[src/rtl/ula_multiciclo.sv]
// Registered multi-cycle ALU: single-cycle logic/shift/compare ops plus
// iterative shift-add multiply and restoring divide into HI/LO.
//
// state | meaning
// IDLE  | waiting for start; single-cycle ops complete here
// RUN   | one multiply/divide step per clock, WIDTH steps total
// FIX   | apply signs, write HI/LO/result, pulse done
module ula_multiciclo #(
    parameter int WIDTH = 32,
    parameter int SHW   = $clog2(WIDTH)
) (
    input  logic             clock,
    input  logic             reset,
    input  logic             start,
    input  logic [WIDTH-1:0] In1,
    input  logic [WIDTH-1:0] In2,
    input  logic [4:0]       OP,
    output logic [WIDTH-1:0] result,
    output logic             Zero_flag,
    output logic             busy,
    output logic             done,
    output logic [WIDTH-1:0] hi,
    output logic [WIDTH-1:0] lo
);

    localparam logic [4:0] OP_SLLV  = 5'h03;
    localparam logic [4:0] OP_SRLV  = 5'h04;
    localparam logic [4:0] OP_SRAV  = 5'h05;
    localparam logic [4:0] OP_ADD   = 5'h07;
    localparam logic [4:0] OP_SUB   = 5'h08;
    localparam logic [4:0] OP_AND   = 5'h09;
    localparam logic [4:0] OP_OR    = 5'h0A;
    localparam logic [4:0] OP_XOR   = 5'h0B;
    localparam logic [4:0] OP_NOR   = 5'h0C;
    localparam logic [4:0] OP_SLT   = 5'h0D;
    localparam logic [4:0] OP_SLTU  = 5'h0E;
    localparam logic [4:0] OP_MULT  = 5'h10;
    localparam logic [4:0] OP_DIV   = 5'h12;
    localparam logic [4:0] OP_DIVU  = 5'h13;
    localparam logic [4:0] OP_MFHI  = 5'h14;
    localparam logic [4:0] OP_MFLO  = 5'h15;
    localparam logic [4:0] OP_MTHI  = 5'h16;
    localparam logic [4:0] OP_MTLO  = 5'h17;

    localparam logic [SHW-1:0] LAST = SHW'(WIDTH - 1);

    typedef enum logic [1:0] {IDLE, RUN, FIX} state_t;

    state_t state, state_nx;

    logic             accept;
    logic             is_multi;
    logic             signed_op;
    logic             a_neg, b_neg;
    logic [WIDTH-1:0] a_mag, b_mag;
    logic [WIDTH-1:0] alu;
    logic [SHW-1:0]   sh;

    // iteration registers: acc = upper partial product / partial remainder
    logic [WIDTH-1:0] acc, q, m, a_orig;
    logic [SHW-1:0]   cnt;
    logic             is_div, div_zero, neg_q, neg_r;

    logic [WIDTH:0]     mul_sum, div_sh, div_diff;
    logic [2*WIDTH-1:0] prod, prod_s;
    logic [WIDTH-1:0]   fix_hi, fix_lo;

    assign accept    = start && (state == IDLE);
    assign busy      = (state != IDLE);
    assign is_multi  = (OP[4:2] == 3'b100);
    assign signed_op = (OP == OP_MULT) || (OP == OP_DIV);
    assign a_neg     = signed_op && In1[WIDTH-1];
    assign b_neg     = signed_op && In2[WIDTH-1];
    assign a_mag     = a_neg ? -In1 : In1;
    assign b_mag     = b_neg ? -In2 : In2;
    assign sh        = In1[SHW-1:0];

    // single-cycle operation result
    always_comb begin
        alu = '0;
        case (OP)
            OP_SLLV: alu = In2 << sh;
            OP_SRLV: alu = In2 >> sh;
            OP_SRAV: alu = $signed(In2) >>> sh;
            OP_ADD:  alu = In1 + In2;
            OP_SUB:  alu = In1 - In2;
            OP_AND:  alu = In1 & In2;
            OP_OR:   alu = In1 | In2;
            OP_XOR:  alu = In1 ^ In2;
            OP_NOR:  alu = ~(In1 | In2);
            OP_SLT:  alu = WIDTH'($signed(In1) < $signed(In2));
            OP_SLTU: alu = WIDTH'(In1 < In2);
            OP_MFHI: alu = hi;
            OP_MFLO: alu = lo;
            OP_MTHI: alu = In1;
            OP_MTLO: alu = In1;
            default: alu = '0;
        endcase
    end

    // step arithmetic and final sign fix-up
    always_comb begin
        mul_sum  = {1'b0, acc} + {1'b0, (q[0] ? m : {WIDTH{1'b0}})};
        div_sh   = {acc, q[WIDTH-1]};
        div_diff = div_sh - {1'b0, m};
        prod     = {acc, q};
        prod_s   = neg_q ? -prod : prod;
        fix_hi   = prod_s[2*WIDTH-1:WIDTH];
        fix_lo   = prod_s[WIDTH-1:0];
        if (is_div) begin
            if (div_zero) begin
                fix_hi = a_orig;
                fix_lo = '1;
            end else begin
                fix_hi = neg_r ? -acc : acc;
                fix_lo = neg_q ? -q : q;
            end
        end
    end

    // FSM state register
    always_ff @(posedge clock) begin
        if (reset) state <= IDLE;
        else       state <= state_nx;
    end

    // FSM next state
    always_comb begin
        state_nx = state;
        case (state)
            IDLE:    if (accept && is_multi) state_nx = RUN;
            RUN:     if (cnt == LAST) state_nx = FIX;
            FIX:     state_nx = IDLE;
            default: state_nx = IDLE;
        endcase
    end

    // datapath, HI/LO, result and done
    always_ff @(posedge clock) begin
        if (reset) begin
            result    <= '0;
            Zero_flag <= 1'b1;
            done      <= 1'b0;
            hi        <= '0;
            lo        <= '0;
            acc       <= '0;
            q         <= '0;
            m         <= '0;
            a_orig    <= '0;
            cnt       <= '0;
            is_div    <= 1'b0;
            div_zero  <= 1'b0;
            neg_q     <= 1'b0;
            neg_r     <= 1'b0;
        end else begin
            done <= 1'b0;
            case (state)
                IDLE: begin
                    if (accept && is_multi) begin
                        is_div   <= OP[1];
                        div_zero <= (In2 == '0);
                        neg_q    <= a_neg ^ b_neg;
                        neg_r    <= a_neg;
                        a_orig   <= In1;
                        acc      <= '0;
                        cnt      <= '0;
                        q        <= OP[1] ? a_mag : b_mag;
                        m        <= OP[1] ? b_mag : a_mag;
                    end else if (accept) begin
                        result    <= alu;
                        Zero_flag <= (alu == '0);
                        done      <= 1'b1;
                        if (OP == OP_MTHI) hi <= In1;
                        if (OP == OP_MTLO) lo <= In1;
                    end
                end
                RUN: begin
                    cnt <= cnt + SHW'(1);
                    if (is_div) begin
                        if (!div_diff[WIDTH]) begin
                            acc <= div_diff[WIDTH-1:0];
                            q   <= {q[WIDTH-2:0], 1'b1};
                        end else begin
                            acc <= div_sh[WIDTH-1:0];
                            q   <= {q[WIDTH-2:0], 1'b0};
                        end
                    end else begin
                        acc <= mul_sum[WIDTH:1];
                        q   <= {mul_sum[0], q[WIDTH-1:1]};
                    end
                end
                FIX: begin
                    hi        <= fix_hi;
                    lo        <= fix_lo;
                    result    <= fix_lo;
                    Zero_flag <= (fix_lo == '0);
                    done      <= 1'b1;
                end
                default: ;
            endcase
        end
    end

endmodule

[config.mk]
export PLATFORM = sky130hd
export DESIGN_NAME = ula_multiciclo
export DESIGN_NICKNAME = d
export VERILOG_FILES = /design/src/rtl/ula_multiciclo.sv
export SDC_FILE = /design/constraint.sdc
export NUM_CORES = 2
export LEC_CHECK = 0
export BUFFER_PORTS_ARGS = -buffer_cell sky130_fd_sc_hd__buf_2
export CAP_MARGIN = 20
export CORE_MARGIN = 1
export CORE_UTILIZATION = 45
export CTS_CLUSTER_SIZE = 30
export DETAILED_ROUTE_END_ITERATION = 6
export GPL_TIMING_DRIVEN = 0
export SYNTH_ARGS = -nofsm -noshare
export SYNTH_HDL_FRONTEND = slang
export SYNTH_SLANG_ARGS = --single-unit
[constraint.sdc]
create_clock -name clock -period 7.6 [get_ports clock]
set_input_delay 2.28 -clock clock [delete_from_list [all_inputs] [get_ports clock]]
set_output_delay 2.28 -clock clock [all_outputs]
set_load 0.02 [all_outputs]
# After elaboration in Yosys (flattened, before gate mapping)
# Cells that the tools add are included.
# word_totals
word_cells	124
out_inout_bits	99
reg_bits	237
inputBits	72
# op_classes
n_addsub	10
eq_ne	27
n_bitwise	5
reduce_logical	19
shift	3
order_cmp	2
mux	43
# ops
cell	n
2-to-1 mux 32 bit	24
one-hot mux 32 bit (14 select lines)	1
one-hot mux 32 bit (2 select lines)	5
negation 32 bit	4
logical NOT 32 bit	3
less-than comparator 32 bit	2
2-to-1 mux 64 bit	1
negation 64 bit	1
equality test 5 x 4 -> 1 bit, second input constant	7
equality test 5 bit, second input constant	7
adder 32 x 32 -> 33 bit	1
subtractor 33 x 32 -> 33 bit	1
adder 32 bit	1
AND 32 bit	1
inverter 32 bit	1
bitwise OR 32 bit	1
<< shifter 32 x 5 -> 32 bit	1
>> shifter 32 x 5 -> 32 bit	1
>>> shifter 32 x 5 -> 32 bit	1
subtractor 32 bit	1
XOR 32 bit	1
equality test 5 x 3 -> 1 bit, second input constant	3
one-hot mux 5 bit (2 select lines)	1
AND reduction 4 bit	2
20 further kinds	37

# Logic depth before layout (Yosys ltp)
# logic_depth
word_depth	7
mapped_depth	18
depth_no_buf	15

# Worst setup path after synthesis
# Ideal clock, no wire load.
# synth_path
path_kind	input to register
from	in In1[0]
to	reg Zero_flag
path_slack_ns	0.795
setup_time_ns	0.087
t_required_ns	7.513
n_path_buf	4
path_stages	18
arrival_time_ns	6.718
path_cell_list	buf_2 -> buf_2 -> clkinv_1 -> buf_1 -> clkbuf_1 -> ha_1 -> fa_1 -> o21bai_1 -> and4_1 -> o21ai_0 -> o311ai_0 -> a31oi_1 -> or3_1 -> a311oi_1 -> o22ai_1 -> and4b_1 -> nand4_1 -> o31ai_1
# synth_via
elab_chain_cells	7
word_cells_on_any_way	16
classes_between	2 x add/sub; 2 x order compare; 3 x shift; 4 x mux; 4 x bitwise; 1 x reduce/logical
# synth_lines
element	line_no	source
from (decl)	15	input logic [WIDTH-1:0] In1,
parallel branches: the longest is 2 deep, another holds subtractor 32 bit	n/a	
one-hot mux 32 bit (14 select lines) *	81	case (OP)
logical NOT 32 bit *	171	Zero_flag <= (alu == '0);
2-to-1 mux 1 bit *	169	end else if (accept) begin
2-to-1 mux 1 bit *	159	if (accept && is_multi) begin
one-hot mux 1 bit (2 select lines) *	157	case (state)
to (signal assigned)	171	
to (signal assigned)	196	Zero_flag <= (fix_lo == '0);
to (decl)	19	output logic Zero_flag,
# Mark *: on every way between the ends. The select of a mux whose other input is x is not followed.
# A chain may end at the register's enable or synchronous reset.

# Worst setup path after layout
# layout_path
from	in In1[3]
to	reg Zero_flag
# The elaborated chain is that of the path after synthesis.

==> impl_metrics.csv <==
group,metric,value,unit
sta,max_freq,0.128,GHz
power_and_ir_drop,p_per_area,137,nW/µm²
yosys,netlist_area,29100,µm²
power_and_ir_drop,p_leak,12.5,nW
drt,wl,189,mm
cts,cts.sinks,237,
sta,fin_setup_tns,-0.782,ns
sta,setup_violations,4,
floorplanning,die-width,256,µm
floorplanning,rows,92,
cts,ctsRootBufferMaster,"clkbuf_16",
critical_path,worstSetupPathType,"in2reg",
worst_hold_path,hold_end,"m[13]$_SDFFE_PP0P_",
critical_path,crit_arrival,8.30,ns
sta,rsz0062_at_grt,"no",
drt,drc,104,
layout,area_delta_synth_final,10.3,%
critical_path,required,8.06,ns
sta,fin_skew,0.0151,ns
cts,insertion_delay,0.55,ns
drt,avgRoutedWirePerCell,36.7,µm
global_route,antenna_found_initial,10,
layout,multi_input_area,22400,µm²
power_and_ir_drop,p_seq_frac,0.302,
cts,clkSlewWorstSetupHoldPaths,0.07,ns
critical_path,crit_path_start_kind,"input port",
layout,regArea,4740,µm²
floorplanning,core-area,63400,µm²
sta,slew_violations,0,
layout,drive_gt1_frac,0.0962,
yosys,synthCells,4062,
global_route,grt_pass1_vias,34400,
sta,tightest_slew,1.36,ns
yosys,yosysWarnings,0,
worst_hold_path,min_path_type,"reg2reg",
yosys,synthArstFlopShare,0,
power_and_ir_drop,ir_worst_vdd,0.000111,V
drt,num_vias,37800,
sta,relSlewSlack,0.0938,
placed_design,gp_congestion,1.18,
critical_path,r2r-end,"acc[28]$_SDFFE_PP0P_",
drt,via_per_inst,7.35,
layout,final_common_cell,"nand2_1",
status,failed_checks,"DRC, setup timing",
worst_hold_path,min_from,"m[13]$_SDFFE_PP0P_",
placed_design,post-dp-hpwl,149,mm
drt,drt_first_pass_iters,7,
yosys,ys_ff_latch,237,
global_route,grt_overflow,0,
yosys,synth_edf_count,0,
cts,cts_made_buffers,24,
power_and_ir_drop,combPwrFrac,0.415,
floorplanning,io_pins,171,
placed_design,dpl_cell_area,31000,µm²
layout,nFillCells,6629,
yosys,syn-num-nets,4321,
global_route,grt_use_total,0.550,
layout,nets,4533,
critical_path,reg2reg_slack,2.02,ns
layout,layout_common_cells,"nand2_1 (425), nor2_1 (419), a21oi_1 (382)",
power_and_ir_drop,power.share.switching,0.430,
power_and_ir_drop,p_switching,0.00189,W
sta,worst_slack,-0.238,ns
critical_path,r2r.worst_path.cells,16,
power_and_ir_drop,clkPwrFrac,0.282,
yosys,yosysSeqAreaShare,0.163,
sta,finalCritPeriodShare,1.03,
sta,final-hold-violation-count,0,
run,maxCapViolCount,0,
global_route,grt_max_degree,16,
floorplanning,initial_core_util,0.458,
cts,cts_max_path_buffers,3,
status,status,"complete, but fails checks",
critical_path,endpoint_kind,"flip-flop",
floorplanning,die_h,256,µm
cts,cts_tree,"done",
cts,cts_htree_levels,1,
yosys,synth_ff_type,"dfxtp_1",
yosys,syn_area_per_cell,7.15,µm²
global_route,grt_pass1_wl,260,mm
yosys,ys_types,87,
drt,drtAntennaViolNets,0,
placed_design,io_buffers,169,
drt,drt-initial-drc-count,6621,
critical_path,critPathMaxFanout,10,
floorplanning,dieArea,65600,µm²
critical_path,r2r-start,"q[31]$_SDFFE_PP0P_",
layout,fin_area,32000,µm²
power_and_ir_drop,p_int,0.00251,W
worst_hold_path,hold_depth,2,
sta,post-route-min-period,7.84,ns
layout,final_core_util,0.505,
==> flip-flops by register name, summed over array words and instances, names as in the netlist <==
name	cells
neg_r	1
lo	32
m	32
result	32
is_div	1
a_orig	32
cnt	5
acc	32
done	1
neg_q	1
div_zero	1
Zero_flag	1
q	32
state	2
hi	32
==> cell usage after synthesis (91+ instances only) <==
cell	number	area, µm²
a211oi_1	178	1340
a21oi_1	383	1920
clkbuf_1	286	1070
dfxtp_1	237	4740
ha_1	183	2290
inv_1	155	582
mux2i_1	119	1190
nand2_1	425	1600
nand3_1	100	500
nor2_1	419	1570
nor3_1	91	455
o21ai_0	257	1290
xnor2_1	127	1110
==> worst max-delay path, stage by stage <==
cell       delay (ns)
buf_2            0.20
buf_2            0.41
clkbuf_1         0.60
buf_1            0.66
clkbuf_1         0.58
clkbuf_1         0.70
clkbuf_1         0.90
nor3_1           0.15
a211oi_1         0.66
o2111ai_1        0.28
a211oi_1         0.40
o211ai_1         0.15
o31ai_1          0.28
==> cell type report <==
class	count	share of cell area
repair buffers	187	0.0311
clock inverters	12	0.00383
diodes	10	0.000781
plain buffers	355	0.0442
clock buffers	31	0.0205
multi-input cells	3310	0.699
well taps	846	0.0330
flip-flops and latches	237	0.148
inverters	159	0.0190
==> metal layers <==
metal / part of all wire / routed length, µm / up-vias / GRT usage
li1: - / - / 15500 / -
met1: 0.35 / 65200 / 17800 / 0.631
met4: 0.11 / 21100 / 10 / 0.497
met2: 0.40 / 75100 / 3470 / 0.788
met5: 0.00036 / 68 / - / 0.00512
met3: 0.15 / 27400 / 1034 / 0.212
==> cells by family (layout without fill, tap and decap cells) <==
group	Yosys count	count (layout)	share of synthesized area
simple gates	1344	1344	0.214
compound gates	1397	1397	0.318
fa+ha+maj	187	187	0.0816
flops	237	237	0.163
other cells	0	10	0
buf+inv	515	744	0.0689
mux	206	206	0.101
xor+xnor	176	176	0.0531
==> how the worst max path moves through the flow <==
stage          startpoint                      to  slack [ns]  depth (start not counted)
2_1_floorplan      In1[0]  Zero_flag$_SDFFE_PP1P_        0.79                         18
3_3_place_gp       In1[2]  Zero_flag$_SDFFE_PP1P_       -1.53                         19
3_5_place_dp       In1[2]  Zero_flag$_SDFFE_PP1P_       -1.47                         19
4_1_cts            In1[3]  Zero_flag$_SDFFE_PP1P_        0.05                         17
5_1_grt            In1[0]  Zero_flag$_SDFFE_PP1P_       0.005                         19
6_report           In1[3]  Zero_flag$_SDFFE_PP1P_       -0.24                         13
==> repair_timing <==
item | in CTS | in global routing
pin swaps | 0 | 0
gates resized for setup | 17 | 19
setup buffers | 0 | 7
endpoints found under the setup margin | 19 | 14
hold buffers | 0 | 0
==> power groups by stage <==
stage | clock, W | combinational (W) | sequential, W
floorplan | 0 | 0.00102 | 0.00135
global placement | 0 | 0.00168 | 0.00135
global route | 0.00128 | 0.00185 | 0.00133
finish | 0.00124 | 0.00183 | 0.00133
detailed placement | 0 | 0.00167 | 0.00135
CTS | 0.00123 | 0.00169 | 0.00133
==> metrics by stage <==
stage	std cells	hold slack [ns]	worst slack [ns]	power, W
5_1_grt	5137	0.477	0.00506	0.00446
3_3_place_gp	5077	0.439	-1.53	0.00303
2_1_floorplan	4062	0.432	0.795	0.00237
4_1_cts	5126	0.450	0.0526	0.00424
3_5_place_dp	5084	0.443	-1.47	0.00303
6_report	5147	0.450	-0.238	0.00440
No activity file was read; power rests on OpenSTA's default activity.
